$ cat config.mk
export PLATFORM = sky130hd
export DESIGN_NAME = mem_access_stage_flat
export DESIGN_NICKNAME = d
export VERILOG_FILES = /design/src/rtl/mem_access_stage_if.sv /design/src/rtl/mem_access_stage.sv /design/src/flat_wrapper.sv
export SDC_FILE = /design/constraint.sdc
export NUM_CORES = 1
export LEC_CHECK = 0
export ABC_CLOCK_PERIOD_IN_PS = 5200
export BUFFER_PORTS_ARGS = -buffer_cell sky130_fd_sc_hd__buf_2
export CORE_AREA = 2 2 123 125
export DETAILED_ROUTE_END_ITERATION = 12
export DIE_AREA = 0 0 125 127
export PLACE_DENSITY = 0.82
export SYNTH_ARGS = -nofsm -noshare
export SYNTH_HDL_FRONTEND = slang
export SYNTH_SLANG_ARGS = --single-unit
$ cat constraint.sdc
create_clock -name clk -period 5.2 [get_ports clk]
set_clock_uncertainty 0.15 [all_clocks]
set_input_delay 0.26 -clock clk [delete_from_list [all_inputs] [get_ports clk]]
set_output_delay 0.26 -clock clk [all_outputs]
set_load 0.02 [all_outputs]
$ cat src/rtl/mem_access_stage_if.sv
// rtl/mem_access_stage_if.sv - data-memory request/response bus between the MEM stage and data memory
interface mem_access_stage_if;
  logic        dm_req;
  logic        dm_we;
  logic [31:0] dm_addr;
  logic [31:0] dm_wdata;
  logic        dm_ack;
  logic [31:0] dm_rdata;

  // Pipeline side: issues the access and waits for the completion pulse.
  modport master (
    output dm_req,
    output dm_we,
    output dm_addr,
    output dm_wdata,
    input  dm_ack,
    input  dm_rdata
  );

  // Memory side: accepts the access and returns the completion pulse.
  modport slave (
    input  dm_req,
    input  dm_we,
    input  dm_addr,
    input  dm_wdata,
    output dm_ack,
    output dm_rdata
  );
endinterface

$ cat src/rtl/mem_access_stage.sv
// rtl/mem_access_stage.sv - MEM pipeline stage: data-memory access, stall, redirect and MEM/WB register
module mem_access_stage (
  input  logic                 clk,
  input  logic                 rst,
  input  logic [31:0]          npc_in,
  input  logic [31:0]          alu_c_in,
  input  logic [31:0]          rt_data_in,
  input  logic                 zero_in,
  input  logic [4:0]           reg_rd_in,
  input  logic [1:0]           branch_in,
  input  logic [1:0]           jump_in,
  input  logic                 memr_in,
  input  logic                 memw_in,
  input  logic                 regw_in,
  input  logic                 mem2r_in,
  mem_access_stage_if.master   dm,
  output logic                 mem_stall,
  output logic                 redirect,
  output logic [31:0]          redirect_pc,
  output logic                 dm_err,
  output logic                 wb_regw,
  output logic                 wb_mem2r,
  output logic [4:0]           wb_rd,
  output logic [31:0]          wb_alu_c,
  output logic [31:0]          wb_mem_data
);

  typedef enum logic [1:0] {
    IDLE = 2'd0,
    BUSY = 2'd1,
    DONE = 2'd2
  } state_t;

  state_t      state_q;
  state_t      state_d;
  logic [7:0]  tmo_cnt;
  logic        mem_op;
  logic        branch_taken;
  logic        jump_taken;
  logic        timeout;
  logic        complete;

  // Decoded control: reserved branch/jump codes fall through as "no transfer".
  assign mem_op       = memr_in | memw_in;
  assign branch_taken = ((branch_in == 2'b01) &&  zero_in) ||
                        ((branch_in == 2'b10) && !zero_in);
  assign jump_taken   = (jump_in == 2'b01) || (jump_in == 2'b10);
  assign timeout      = (tmo_cnt == 8'd255) && !dm.dm_ack;
  assign complete     = dm.dm_ack || timeout;

  // State register; reset abandons any outstanding access at once.
  always_ff @(posedge clk or posedge rst) begin
    if (rst) begin
      state_q <= IDLE;
    end else begin
      state_q <= state_d;
    end
  end

  // Next state plus the combinational stall and redirect outputs.
  always_comb begin
    state_d     = state_q;
    mem_stall   = 1'b0;
    redirect    = 1'b0;
    redirect_pc = (jump_in == 2'b10) ? alu_c_in : npc_in;
    case (state_q)
      IDLE: begin
        redirect = branch_taken || jump_taken;
        if (mem_op) begin
          mem_stall = 1'b1;
          state_d   = BUSY;
        end
      end
      BUSY: begin
        mem_stall = 1'b1;
        if (complete) begin
          state_d = DONE;
        end
      end
      DONE: begin
        state_d = IDLE;
      end
      default: begin
        state_d = IDLE;
      end
    endcase
  end

  // Memory request registers, timeout counter, sticky error and MEM/WB register.
  always_ff @(posedge clk or posedge rst) begin
    if (rst) begin
      tmo_cnt     <= 8'd0;
      dm.dm_req   <= 1'b0;
      dm.dm_we    <= 1'b0;
      dm.dm_addr  <= 32'd0;
      dm.dm_wdata <= 32'd0;
      dm_err      <= 1'b0;
      wb_regw     <= 1'b0;
      wb_mem2r    <= 1'b0;
      wb_rd       <= 5'd0;
      wb_alu_c    <= 32'd0;
      wb_mem_data <= 32'd0;
    end else begin
      case (state_q)
        IDLE: begin
          if (mem_op) begin
            // Launch the access; the write-back slot stays empty until completion.
            dm.dm_req   <= 1'b1;
            dm.dm_we    <= memw_in;
            dm.dm_addr  <= {alu_c_in[31:2], 2'b00};
            dm.dm_wdata <= rt_data_in;
            tmo_cnt     <= 8'd0;
            wb_regw     <= 1'b0;
          end else begin
            wb_regw     <= regw_in;
            wb_mem2r    <= mem2r_in;
            wb_rd       <= reg_rd_in;
            wb_alu_c    <= alu_c_in;
            wb_mem_data <= 32'd0;
          end
        end
        BUSY: begin
          if (complete) begin
            // EX/MEM is frozen during BUSY, so the inputs still describe this access.
            dm.dm_req   <= 1'b0;
            dm.dm_we    <= 1'b0;
            wb_regw     <= regw_in;
            wb_mem2r    <= mem2r_in;
            wb_rd       <= reg_rd_in;
            wb_alu_c    <= alu_c_in;
            wb_mem_data <= (dm.dm_ack && !dm.dm_we) ? dm.dm_rdata : 32'd0;
            if (timeout) begin
              dm_err <= 1'b1;
            end
          end else begin
            tmo_cnt <= tmo_cnt + 8'd1;
          end
        end
        DONE: begin
          // Bubble: the completed instruction must not be written back twice.
          wb_regw <= 1'b0;
        end
        default: begin
          wb_regw <= 1'b0;
        end
      endcase
    end
  end

endmodule

$ cat src/flat_wrapper.sv
// flat-port wrapper written by rule: the top's interface ports become plain ports
module mem_access_stage_flat 
  (clk, rst, npc_in, alu_c_in, rt_data_in, zero_in, reg_rd_in, branch_in, jump_in, memr_in, memw_in, regw_in, mem2r_in, mem_stall, redirect, redirect_pc, dm_err, wb_regw, wb_mem2r, wb_rd, wb_alu_c, wb_mem_data, dm_dm_req, dm_dm_we, dm_dm_addr, dm_dm_wdata, dm_dm_ack, dm_dm_rdata);
  mem_access_stage_if dm_i ();
  input  logic clk;
  input  logic rst;
  input  logic [31:0] npc_in;
  input  logic [31:0] alu_c_in;
  input  logic [31:0] rt_data_in;
  input  logic zero_in;
  input  logic [4:0] reg_rd_in;
  input  logic [1:0] branch_in;
  input  logic [1:0] jump_in;
  input  logic memr_in;
  input  logic memw_in;
  input  logic regw_in;
  input  logic mem2r_in;
  output logic mem_stall;
  output logic redirect;
  output logic [31:0] redirect_pc;
  output logic dm_err;
  output logic wb_regw;
  output logic wb_mem2r;
  output logic [4:0] wb_rd;
  output logic [31:0] wb_alu_c;
  output logic [31:0] wb_mem_data;
  output wire logic [$bits(dm_i.dm_req)-1:0] dm_dm_req;
  output wire logic [$bits(dm_i.dm_we)-1:0] dm_dm_we;
  output wire logic [$bits(dm_i.dm_addr)-1:0] dm_dm_addr;
  output wire logic [$bits(dm_i.dm_wdata)-1:0] dm_dm_wdata;
  input wire logic [$bits(dm_i.dm_ack)-1:0] dm_dm_ack;
  input wire logic [$bits(dm_i.dm_rdata)-1:0] dm_dm_rdata;
  assign dm_dm_req = dm_i.dm_req;
  assign dm_dm_we = dm_i.dm_we;
  assign dm_dm_addr = dm_i.dm_addr;
  assign dm_dm_wdata = dm_i.dm_wdata;
  assign dm_i.dm_ack = dm_dm_ack;
  assign dm_i.dm_rdata = dm_dm_rdata;
  mem_access_stage u_core (.clk(clk), .rst(rst), .npc_in(npc_in), .alu_c_in(alu_c_in), .rt_data_in(rt_data_in), .zero_in(zero_in), .reg_rd_in(reg_rd_in), .branch_in(branch_in), .jump_in(jump_in), .memr_in(memr_in), .memw_in(memw_in), .regw_in(regw_in), .mem2r_in(mem2r_in), .dm(dm_i), .mem_stall(mem_stall), .redirect(redirect), .redirect_pc(redirect_pc), .dm_err(dm_err), .wb_regw(wb_regw), .wb_mem2r(wb_mem2r), .wb_rd(wb_rd), .wb_alu_c(wb_alu_c), .wb_mem_data(wb_mem_data));
endmodule
==> Word level (Yosys, flattened, before mapping) <==
Index checks and enable logic that the tools add are counted.
{ "totals": {"ff_bits": 146} }
{ "op_classes": {"addsub": 1, "n_eq_ne": 10, "n_mux": 31, "bitwise_logic": 1, "n_reduce_logical": 19} }
{ "ops": {"columns": ["operator", "n"], "rows": [
  ["32-bit 2-to-1 mux", 6],
  ["32-bit one-hot mux with 2 select lines", 2],
  ["8-bit 2-to-1 mux", 2],
  ["8-bit one-hot mux with 2 select lines", 1],
  ["3-bit AND reduction", 4],
  ["5-bit 2-to-1 mux", 2],
  ["1-bit one-hot mux with 2 select lines", 5],
  ["5-bit one-hot mux with 2 select lines", 1],
  ["1-bit 2-to-1 mux", 9],
  ["8-bit by 1-bit adder with 8-bit output, second input constant", 1],
  ["8-bit == test, second input constant", 1],
  ["2-bit by 1-bit == test with 1-bit output, second input constant", 3],
  ["2-bit == test, second input constant", 2],
  ["1-bit logical AND", 4],
  ["1-bit logical OR", 4],
  ["2-bit 2-to-1 mux", 2],
  ["2-bit by 1-bit != test with 1-bit output, second input constant", 2],
  ["2-bit != test, second input constant", 2],
  ["2-bit one-hot mux with 2 select lines", 1],
  ["2-bit AND reduction", 2],
  ["1-bit zero test", 3],
  ["2-bit zero test", 1],
  ["2-bit nonzero test", 1],
  ["1-bit OR", 1]
]} }

==> Depth between registers and ports, before layout <==
{ "depth": {"ltp_word": 5, "mapped_depth": 6, "depth_no_buf": 5} }

==> Worst setup path after synthesis <==
Ideal clock, no wire load.
{ "synth_path": {"path_type": "register to register", "startpoint": "reg u_core.tmo_cnt[0]", "endpoint": "reg u_core.wb_alu_c[10]", "setup_time_ns": 0.125, "arrival_ns": 1.577, "setup_slack_ns": 3.348, "stages_incl_launch_ff": 7, "synth_period_minus_slack_ns": 1.852, "cell_sequence": "dfrtp_1 ha_1 nand3_2 nor2_4 o221ai_4 buf_6 mux2_4"} }
{ "synth_via": {"elab_chain_cells": 5} }
{ "synth_lines": {"columns": ["item", "line_no", "rtl"], "rows": [
  ["from (decl)", "mem_access_stage.sv:36", "logic [7:0] tmo_cnt;"],
  ["from (signal assigned)", "mem_access_stage.sv:136", "tmo_cnt <= tmo_cnt + 8'd1;"],
  ["8-bit == test", "mem_access_stage.sv:48", "assign timeout = (tmo_cnt == 8'd255) && !dm.dm_ack;"],
  ["1-bit logical AND", "mem_access_stage.sv:48", null],
  ["1-bit logical OR", "mem_access_stage.sv:49", "assign complete = dm.dm_ack || timeout;"],
  ["2-bit by 1-bit != test with 1-bit output (no line)", null, null],
  ["3-bit AND reduction (no line)", null, null],
  ["to (signal assigned)", "mem_access_stage.sv:118", "wb_alu_c <= alu_c_in;"],
  ["to (signal assigned)", "mem_access_stage.sv:130", "wb_alu_c <= alu_c_in;"],
  ["to (decl)", "mem_access_stage.sv:24", "output logic [31:0] wb_alu_c,"]
]} }
Every way passes these cells.
A chain may end at the register's enable or synchronous reset.

==> Worst setup path after layout <==
{ "layout_path": {"startpoint": "reg u_core.state_q[0]", "endpoint": "reg u_core.tmo_cnt[2]"} }
{ "layout_via": {"elab_chain_cells": 3} }
{ "layout_lines": {"columns": ["item", "line_no", "rtl"], "rows": [
  ["from (decl)", "mem_access_stage.sv:34", "state_t state_q;"],
  ["from (signal assigned)", "mem_access_stage.sv:56", "state_q <= state_d;"],
  ["2-bit by 1-bit == test with 1-bit output / 2-bit zero test (equally long branches)", "mem_access_stage.sv:104", "case (state_q)"],
  ["2-bit != test (no line), or another cell as far along", null, null],
  ["3-bit AND reduction (no line)", null, null]
]} }
Several ways; a longest one is shown, not always the timed one.

==> flow_metrics.tcl <==
set metrics [dict create \
    start_util_pct 42.8 \
    drt_iter0_markers 379 \
    worst_pin_slew_ns 1.03 \
    ys_types 42 \
    wl_per_cell_um 17.1 \
    cp_slowest_cell "or3_2" \
    synthArstFlopShare_pct 100 \
    hold_viol 0 \
    maxSlewViolCount 0 \
    synth.yosys.warnings 0 \
    hold_path_startpoint "memw_in" \
    synth_edf_count 0 \
    critPathLaunchType "register" \
    syn_inst 533 \
    clockBufferDepth 2 \
    final_nets 1094 \
    grt_use_total_pct 24.6 \
    drv_cap 0 \
    cts_tree "yes" \
    dieArea_um2 15900 \
    drc 0 \
    drive_gt1_share_pct 45.2 \
    netlist_area_um2 6170 \
    power_per_cell_area_nw_per_um2 620 \
    antenna_found_initial 1 \
    dp_hpwl_um 12200 \
    period_needed_ns 2.46 \
    cts_setup_buffers 0 \
    ant_nets 0 \
    design_area_um2 9520 \
    io_buffers 314 \
    area_delta_synth_final_pct 54.4 \
    cts_resized 0 \
    crit_path_start "u_core.state_q[0]$_DFFE_PP0P_" \
    critPathTopFamily "simple AND/OR/NAND/NOR gates" \
    first_pass_iters 5 \
    maxSlewHeadroom_pct 30.7 \
    grt_pass1_wl_um 31100 \
    yosysSeqAreaShare_pct 59.2 \
    fp.dieH_um 127 \
    multi_input_area_um2 2330 \
    cts_htree_levels 4 \
    overflow 0 \
    ys_ff_latch 146 \
    crit_buf_inv 1 \
    clock_latency_ns 0.42 \
    rows 44 \
    fmax_mhz 406 \
    regToRegSetupSlack_ns 2.74 \
    cp_max_fo 39 \
    dieWidth_um 125 \
    layout_common_cells "buf_2, nand2_1, dfrtp_1" \
    synth.avg_cell_area_um2 11.6 \
    critPathKind "reg2reg" \
    seq_area_um2 3650 \
    rsz0062_at_grt "false" \
    vdd_ir_drop_max_v 0.000346 \
    ys.flop_type "dfrtp_1" \
    via_count 5750 \
    worstPathArrival_ns 2.62 \
    cts_sinks 146 \
    worstPathCellList "or3_2 -> buf_4 -> o2bb2ai_1 -> a22o_1" \
    status "finished, final reports clean" \
    period_share_pct 47.3 \
    gp_congestion 0.784 \
    core_um2 14400 \
    grt_max_degree 96 \
    grt_pass1_vias 5977 \
    drt-total-wl_um 19600 \
    report.final.setup_viol 0 \
    placed_area_um2 7870 \
    ios 317 \
    root_buffer "clkbuf_16" \
    layout_commonest_cell "buf_2" \
    worst_ep_required_time_ns 5.36 \
    p_leak_nw 5.17 \
    cts_buffers 17 \
    ctsHoldBuffers 105 \
    timing.rr.start "u_core.state_q[0]$_DFFE_PP0P_" \
    hp-class "in2reg" \
    viasPerCell 5.02 \
    cp-end-kind "register" \
    slowest_delay_ns 0.89 \
    final.setup.tns_ns 0 \
    fill_cells 1033 \
    path_clk_slew_ns 0.07 \
]
## final timing paths
path                                                      end  cells after the start
max in group asynchronous  u_core.wb_mem_data[11]$_DFFE_PP0P_                      4
max                             u_core.tmo_cnt[2]$_DFFE_PP0P_                      4
max reg2reg                     u_core.tmo_cnt[2]$_DFFE_PP0P_                      4
min in group asynchronous         u_core.wb_rd[0]$_DFFE_PP0P_                      3
min                               u_core.dm.dm_we$_DFFE_PP0P_                      3
min reg2reg                         u_core.dm_err$_DFFE_PP0P_                      1
## state kept, by name, summed over array words and instances, names as in the netlist
| signal | count |
|---|---|
| u_core.wb_alu_c | 32 |
| u_core.dm.dm_addr | 30 |
| u_core.dm.dm_we | 1 |
| u_core.state_q | 2 |
| u_core.wb_mem_data | 32 |
| u_core.wb_regw | 1 |
| u_core.dm_err | 1 |
| u_core.tmo_cnt | 8 |
| u_core.wb_mem2r | 1 |
| u_core.dm.dm_wdata | 32 |
| u_core.wb_rd | 5 |
| u_core.dm.dm_req | 1 |
## area by class of cell
cell class	count	area share, %
Sequential cell	146	38.4
Antenna cell	1	0.0263
Tap cell	184	2.42
Clock inverter	15	1.69
Timing Repair Buffer	426	28.2
Clock buffer	17	4.47
Inverter	9	0.407
Multi-Input combinational cell	347	24.5
## worst register-to-register path: stages (launching register included)
cell	delay, ns
dfrtp_1	0.53
or3_2	0.89
buf_4	0.42
o2bb2ai_1	0.18
a22o_1	0.19
## cell usage after synthesis (all sizes together), types with 2 or more instances
cell type  instances  share of area, %
nor2               6              0.49
mux2              70                15
a22o              33               4.7
nor3b              2              0.41
o22ai              2              0.20
nand4              2              0.30
o2bb2ai            2              0.28
nor3               3              0.32
nand2            193                12
a21oi              3              0.24
nand3              5              0.49
o21ai              4              0.32
ha                 2              0.41
clkbuf            16              0.97
dfrtp            146                59
inv                9              0.55
or3                2              0.20
a21o               2              0.24
nand2b             2              0.20
buf               16               1.8
## power breakdown
group	switching [mW]	internal [mW]
sequential	0.346	1.67
combinational	1.63	1.04
clock	0.533	0.684
## cells by family (layout without fill, tap and decap cells)
kind of cell / Yosys count / in the layout / share of synthesized area, %
adders and majority gates: 2 / 2 / 0.406
muxes: 71 / 71 / 15.2
other: 1 / 3 / 0.0608
and+or+nand+nor: 219 / 219 / 14.6
AOI/OAI and AO/OA: 53 / 53 / 7.20
buffers and inverters: 41 / 467 / 3.29
DFF: 146 / 146 / 59.2
## through the flow
stage	setup WS [ns]	hold WS, ns	instances	utilization [%]	power (mW)
2_1_floorplan	0.867	0.215	534	-	3.70
3_3_place_gp	2.73	0.289	1006	54.6	4.50
3_5_place_dp	2.68	0.295	1006	54.6	4.58
4_1_cts	2.74	0.0319	1143	65.9	5.88
5_1_grt	2.64	0.110	1145	66.0	6.23
6_report	2.74	0.0600	1145	66.0	5.90
## routing by layer
metal / vias to the layer above / GRT usage [%] / part of all wire [%]
met5: - / 0 / 0
met4: 0 / 10.8 / 3.2
met3: 50 / 6.37 / 6.8
met2: 297 / 43.0 / 52
met1: 2784 / 28.9 / 38
li1: 2619 / - / -
Power figures use the tool's default switching activity.
